<file path="config.mk">
export PLATFORM = sky130hd
export DESIGN_NAME = logic_gate_unit
export DESIGN_NICKNAME = d
export VERILOG_FILES = /design/src/rtl/logic_gate_unit.sv
export SDC_FILE = /design/constraint.sdc
export NUM_CORES = 1
export LEC_CHECK = 0
export ABC_CLOCK_PERIOD_IN_PS = 6500
export CORE_MARGIN = 2
export CORE_UTILIZATION = 56
export DETAILED_ROUTE_END_ITERATION = 16
export PLACE_DENSITY = 0.86
export REMOVE_ABC_BUFFERS = 1
export SLEW_MARGIN = 10
export SYNTH_ARGS = -nofsm -noshare
export SYNTH_HDL_FRONTEND = slang
export SYNTH_SLANG_ARGS = --single-unit
</file>
<file path="constraint.sdc">
create_clock -name clk -period 6.5 [get_ports clk]
set_clock_uncertainty 0.1 [all_clocks]
set_input_delay 1.3 -clock clk [delete_from_list [all_inputs] [get_ports clk]]
set_output_delay 1.3 -clock clk [all_outputs]
set_load 0.1 [all_outputs]
</file>
<file path="src/rtl/logic_gate_unit.sv">
// Registered bitwise gate unit: applies one of eight gate ops to WIDTH-bit operands and
// returns results with parity through a 2-entry valid/ready buffer, counting accepted beats.
module logic_gate_unit #(
   parameter int unsigned WIDTH = 8,
   parameter int unsigned CNT_W = 16
) (
   input  logic             clk,
   input  logic             rst_n,
   input  logic             in_valid,
   output logic             in_ready,
   input  logic [2:0]       in_op,
   input  logic [WIDTH-1:0] in_a,
   input  logic [WIDTH-1:0] in_b,
   output logic             out_valid,
   input  logic             out_ready,
   output logic [WIDTH-1:0] out_y,
   output logic             out_parity,
   output logic [CNT_W-1:0] txn_count
);

   logic [1:0]       cnt_q, cnt_d;
   logic [WIDTH-1:0] head_y_q, head_y_d;
   logic [WIDTH-1:0] tail_y_q, tail_y_d;
   logic             head_p_q, head_p_d;
   logic             tail_p_q, tail_p_d;
   logic [CNT_W-1:0] txn_q, txn_d;
   logic [WIDTH-1:0] res_y;
   logic             res_p;
   logic             push, pop;

   always_comb begin
      res_y = '0;
      unique case (in_op)
         3'b000: res_y = ~in_a;
         3'b001: res_y = in_a & in_b;
         3'b010: res_y = in_a | in_b;
         3'b011: res_y = in_a ^ in_b;
         3'b100: res_y = ~(in_a & in_b);
         3'b101: res_y = ~(in_a | in_b);
         3'b110: res_y = ~(in_a ^ in_b);
         3'b111: res_y = in_a;
      endcase
      res_p = ^res_y;
   end

   // Ready depends only on occupancy, so a full buffer never accepts even while popping.
   assign in_ready  = rst_n & (cnt_q != 2'd2);
   assign out_valid = (cnt_q != 2'd0);
   assign push      = in_valid & in_ready;
   assign pop       = out_valid & out_ready;

   always_comb begin
      cnt_d    = cnt_q;
      head_y_d = head_y_q;
      head_p_d = head_p_q;
      tail_y_d = tail_y_q;
      tail_p_d = tail_p_q;
      txn_d    = txn_q;
      if (push) begin
         txn_d = txn_q + CNT_W'(1);
      end
      unique case ({push, pop})
         2'b10: begin
            if (cnt_q == 2'd0) begin
               head_y_d = res_y;
               head_p_d = res_p;
            end else begin
               tail_y_d = res_y;
               tail_p_d = res_p;
            end
            cnt_d = cnt_q + 2'd1;
         end
         2'b01: begin
            // Draining to empty keeps the old head visible on out_* (not valid).
            if (cnt_q == 2'd2) begin
               head_y_d = tail_y_q;
               head_p_d = tail_p_q;
            end
            cnt_d = cnt_q - 2'd1;
         end
         2'b11: begin
            // Only reachable at one entry: new beat replaces the departing head.
            head_y_d = res_y;
            head_p_d = res_p;
         end
         default: ;
      endcase
   end

   always_ff @(posedge clk or negedge rst_n) begin
      if (!rst_n) begin
         cnt_q    <= 2'd0;
         head_y_q <= '0;
         head_p_q <= 1'b0;
         tail_y_q <= '0;
         tail_p_q <= 1'b0;
         txn_q    <= '0;
      end else begin
         cnt_q    <= cnt_d;
         head_y_q <= head_y_d;
         head_p_q <= head_p_d;
         tail_y_q <= tail_y_d;
         tail_p_q <= tail_p_d;
         txn_q    <= txn_d;
      end
   end

   assign out_y      = head_y_q;
   assign out_parity = head_p_q;
   assign txn_count  = txn_q;

endmodule
</file>
# After elaboration in Yosys (flattened, before gate mapping)

Cells that the tools add are included.

Add/subtract/negate cells: 3
Eq/ne operators: 14
Mux-type cells: 8
Bitwise gates (word level): 11
Reductions and logical operators: 8

Operators with widths:

| kind                    | number |
|---|---|
| $pmux W8 S8             | 1 |
| $not A8 Y8              | 4 |
| $pmux W8 S3             | 1 |
| $add A16 B1 Y16 const B | 1 |
| $mux W8                 | 2 |
| $eq A3 B3 Y1 const B    | 4 |
| $and A8 B8 Y8           | 1 |
| $or A8 B8 Y8            | 1 |
| $reduce_xor A8 Y1       | 1 |
| $xor A8 B8 Y8           | 1 |
| $eq A2 B2 Y1 const B    | 3 |
| $eq A3 B2 Y1 const B    | 2 |
| $ne A2 B2 Y1 const B    | 3 |
| $pmux W2 S2             | 1 |
| $reduce_bool A2 Y1      | 2 |
| $and A1 B1 Y1           | 3 |
| $eq A3 B1 Y1 const B    | 1 |
| $logic_not A3 Y1        | 1 |
| $pmux W1 S3             | 1 |
| $reduce_and A3 Y1       | 1 |
| $reduce_bool A3 Y1      | 1 |
| $add A2 B1 Y2 const B   | 1 |
| $eq A2 B1 Y1 const B    | 1 |
| $logic_not A2 Y1        | 1 |
| 4 further kinds         | 5 |

Flip-flop bits (word level): 36
Input bits: 23
Word-level logic and storage cells: 50

# Logic depth before layout (Yosys ltp)

Word-level depth: 6
Gate-level depth with buffers: 12

# Worst setup path after synthesis

OpenSTA, ideal clock, no wires.

Kind: input port to flip-flop
Start: in rst_n
End: reg head_p_q (netlist: out_parity)
Library setup time: 0.069 ns
Arrival time: 5.476 ns
Required time: 6.331 ns
Setup slack: 0.854 ns
Stages on the path: 10
Buffers on the path: 1
Cell sequence: a21boi_0 -> and2_1 -> clkbuf_1 -> inv_1 -> ha_1 -> mux2i_1 -> a21oi_1 -> nor2_1 -> or4b_1 -> nand3_1

Longest elaborated chain between the ends: 5
Elaborated cells on any way between the ends: 10

RTL lines:

| item                                                                       | RTL line | RTL |
|---|---|---|
| start, declared                                                            | 8        | `input logic rst_n,` |
| $and A1 B1 Y1 (*)                                                          | 47       | `assign in_ready = rst_n & (cnt_q != 2'd2);` |
| $and A1 B1 Y1 (*)                                                          | 49       | `assign push = in_valid & in_ready;` |
| net push                                                                   | 29       | `logic push, pop;` |
| $eq A2 B1 Y1 / $eq A2 B2 Y1 (equally long branches)                        | 62       | `unique case ({push, pop})` |
| $ne A2 B2 Y1 (no source line) / $reduce_bool A3 Y1 (equally long branches) | --       |  |
| $reduce_and A3 Y1 (no source line)                                         | --       |  |
| end signal, assigned                                                       | 101      | `head_p_q <= head_p_d;` |
| end, declared                                                              | 24       | `logic head_p_q, head_p_d;` |

The timed path passes the listed nets; every way through them passes the cells marked *.
A chain may end at the register's enable or synchronous reset.

# Final worst setup path

Start: in in_op[0]
End: reg head_p_q (netlist: out_parity)

Longest elaborated chain between the ends: 5
Elaborated cells on any way between the ends: 12

RTL lines:

| item                                 | RTL line | RTL |
|---|---|---|
| start, declared                      | 11       | `input logic [2:0] in_op,` |
| $eq A3 B3 Y1 (tied with other cells) | 33       | `unique case (in_op)` |
| $pmux W8 S8 (*)                      | 33       |  |
| $reduce_xor A8 Y1 (*)                | 43       | `res_p = ^res_y;` |
| $mux W1                              | 64       | `if (cnt_q == 2'd0) begin` |
| $pmux W1 S3 (*)                      | 62       |  |

Every way passes the cells marked *; elsewhere a longest branch is shown, timed or not. The select of a mux whose other input is x is not followed.

==> flow_metrics.env <==
export IMPL_pwr_density_cell_mw_per_mm2=413
export IMPL_fill_cells=345
export IMPL_syn_area_per_cell_sq_um=8.84
export IMPL_utilization_pct=72.2
export IMPL_num_vias=2167
export IMPL_drive_gt1_share_pct=6.55
export IMPL_synth_compound_gate_area_share_pct=15.2
export IMPL_cts_inserted_buffers=5
export IMPL_period_minus_slack_ns=4.40
export IMPL_p_int_mw=0.624
export IMPL_grt_use_total_pct=21.9
export IMPL_synth_distinct_cells=43
export IMPL_vdd_drop_max_mv=0.347
export IMPL_yosys_top_cells_area="dfrtp_1, ha_1, xnor2_1, nor2_1, a21oi_1"
export IMPL_synthAdderAreaFrac_pct=9.83
export IMPL_synth_flop_cell="dfrtp_1"
export IMPL_core_region_area_sq_mm=0.00435
export IMPL_cts_tree="done"
export IMPL_fmax_mhz=227
export IMPL_synth_enable_flop_cells=0
export IMPL_clk_latency_ns=0.28
export IMPL_postCtsHoldBufs=0
export IMPL_cts_sinks=36
export IMPL_final_antenna_net_count=0
export IMPL_status="finished clean"
export IMPL_areaGrowthSynthToFinish_pct=23.5
export IMPL_power_frac_comb_pct=57.4
export IMPL_totalWireLength_um=5230
export IMPL_hp_class="flip-flop to flip-flop"
export IMPL_grt_pass1_vias=2051
export IMPL_worst_r2r_cell_count=11
export IMPL_die_h_um=71.4
export IMPL_cap_violations=0
export IMPL_dp_cells=380
export IMPL_cts_resized=0
export IMPL_antenna_found_initial=0
export IMPL_p_total_mw=1.30
export IMPL_async_flop_share_pct=100
export IMPL_yosys_area_top_type="dfrtp_1"
export IMPL_synth_top_family_by_area="simple AND/OR/NAND/NOR gates"
export IMPL_cp_end_kind="flip-flop"
export IMPL_path_depth=9
export IMPL_yosys_area_share_simple_pct=17.1
export IMPL_port_buffers=49
export IMPL_cts_setup_buffers=0
export IMPL_synth_xor_area_share_pct=8.80
export IMPL_final_cell_mix="clkdlybuf4s50_1, dfrtp_1, nor2_1"
export IMPL_worst_pin_slew_ns=1.02
export IMPL_setup_violations=0
export IMPL_hpwl_um=3880
export IMPL_slew_headroom_pct=32.0
export IMPL_path_buf_inv=2
export IMPL_num_antenna_cells=0
export IMPL_critPathMaxStageDelay_ns=1.14
export IMPL_maxSlewViolCount=0
export IMPL_leakage_nw=1.45
export IMPL_clk_pin_slew_worst_paths_ns=0.07
export IMPL_p_sw_share_pct=51.9
export IMPL_crit_slowest_cell="clkdlybuf4s50_1"
export IMPL_synthMuxAreaShare_pct=6.29
export IMPL_finalHoldViolCount=0
export IMPL_first_pass_iters=4
export IMPL_switchingPower_mw=0.674
export IMPL_synthesis_area_sq_mm=0.00255
export IMPL_netlist_instances=288
export IMPL_rsz0062_at_grt="false"
export IMPL_clockRootBuffer="clkbuf_8"
export IMPL_seqPwrFrac_pct=27.9
export IMPL_cts_path_max_buffers=2
export IMPL_hold_depth=1
export IMPL_rows=24
export IMPL_grt_ovfl_total=0
export IMPL_pwr_share_clk_pct=14.8
export IMPL_critPathLaunchType="input pin"
export IMPL_worst_path_max_fanout=29
export IMPL_final_period_utilization_pct=67.7
export IMPL_die_w_um=71.4
export IMPL_io_pins=50
export IMPL_cts_max_level=2
export IMPL_initial_core_util_pct=58.5
export IMPL_place_congestion=0.791
export IMPL_post_drt_wl_per_cell_um=13.5
export IMPL_cp_required_ns=6.62
export IMPL_routed_via_density=5.59
export IMPL_synth_top_area_share_pct=35.4
export IMPL_fin_area_sq_mm=0.00314
export IMPL_drc_errors=0
export IMPL_grt_max_degree=37
export IMPL_critPathArrivalTime_ns=4.53
export IMPL_postPlaceCellArea_sq_mm=0.00304
export IMPL_path_cells="clkdlybuf4s50_1 > inv_2 > a211oi_1 > nor3_1 > xor2_1 > mux2i_1 > xnor3_1 > or4b_1 > nand3_1"
export IMPL_fin_tns_setup_ns=0
export IMPL_yosys_warnings=0
export IMPL_die_area_sq_mm=0.00510
export IMPL_ys_seq_area_share_pct=35.4
export IMPL_path_class="input pin to flip-flop"
export IMPL_grt_pass1_wl_um=9060
export IMPL_drtIter0Drc=107
export IMPL_stdcell_count=388
export IMPL_synth_seq_cells=36
export IMPL_layout_commonest_cell="clkdlybuf4s50_1"
export IMPL_cp_top_family="buffers and inverters"
export IMPL_nets=378
[area by class of cell]
type                    count  area (sq um)  area share [%]
clock buffers               6          72.6            2.31
clock inverters             2          35.0            1.11
inverters                  28           105            3.34
multi-input cells         212          1460            46.3
flip-flops and latches     36           901            28.7
well taps                  52          65.1            2.07
repair buffers             52           510            16.2
[worst paths after layout]
check	from	end	slack, ns
worst max register to register	cnt_q[0]	out_parity	3.52
worst min register to register	txn_count[15]	txn_count[15]	0.37
worst max-delay path	in_op[0]	out_parity	2.10
min in group asynchronous	rst_n	out_y[2]	1.47
worst min-delay path	txn_count[15]	txn_count[15]	0.37
max in group asynchronous	rst_n	out_y[3]	4.52
[Yosys cell counts (all sizes together) (2+ instances only)]
| cell | n |
|---|---|
| dfrtp | 36 |
| nor2b | 4 |
| buf | 7 |
| nand3 | 8 |
| inv | 28 |
| and3 | 3 |
| xnor2 | 16 |
| nand4 | 3 |
| mux2 | 2 |
| ha | 20 |
| o211a | 2 |
| a31oi | 6 |
| nor2 | 35 |
| xor2 | 7 |
| o21ai | 17 |
| nand2 | 25 |
| nor3 | 8 |
| a21oi | 23 |
| o221ai | 7 |
| and2 | 2 |
| a211oi | 3 |
| a21boi | 2 |
| mux2i | 8 |
| clkbuf | 5 |
| mux4 | 2 |
[power by group through the flow]
stage               combinational [mW]  sequential, mW  clock (mW)
global placement                 0.730           0.362           0
global route                     0.793           0.371       0.204
floorplan                        0.253           0.667           0
finish                           0.744           0.362       0.191
CTS                              0.748           0.361       0.194
detailed placement               0.745           0.363           0
[logic make-up after synthesis]
kind of cell | after synthesis
XOR/XNOR | 24
AND/OR/NAND/NOR | 93
adder cells (fa/ha/maj) | 20
AO/OA/AOI/OAI | 63
buffers and inverters | 40
multiplexers | 12
flip-flops | 36
[registers in the layout, summed over array words and instances (netlist names)]
signal / count
out_parity: 1
tail_p_q: 1
cnt_q: 2
txn_count: 16
out_y: 8
tail_y_q: 8
[layer usage]
layer	part of all wire [%]	global-route usage, %
met5	0	0
met4	1.2	5.45
met3	4.8	4.22
met2	48	37.2
met1	46	28.9
[metrics by stage]
stage / hold slack (ns) / worst slack [ns]
2_1_floorplan: 0.350 / 0.425
6_report: 0.370 / 2.10
3_5_place_dp: 0.364 / 1.82
4_1_cts: 0.376 / 2.13
5_1_grt: 0.405 / 1.88
3_3_place_gp: 0.361 / 1.96
Power figures use the tool's default switching activity.
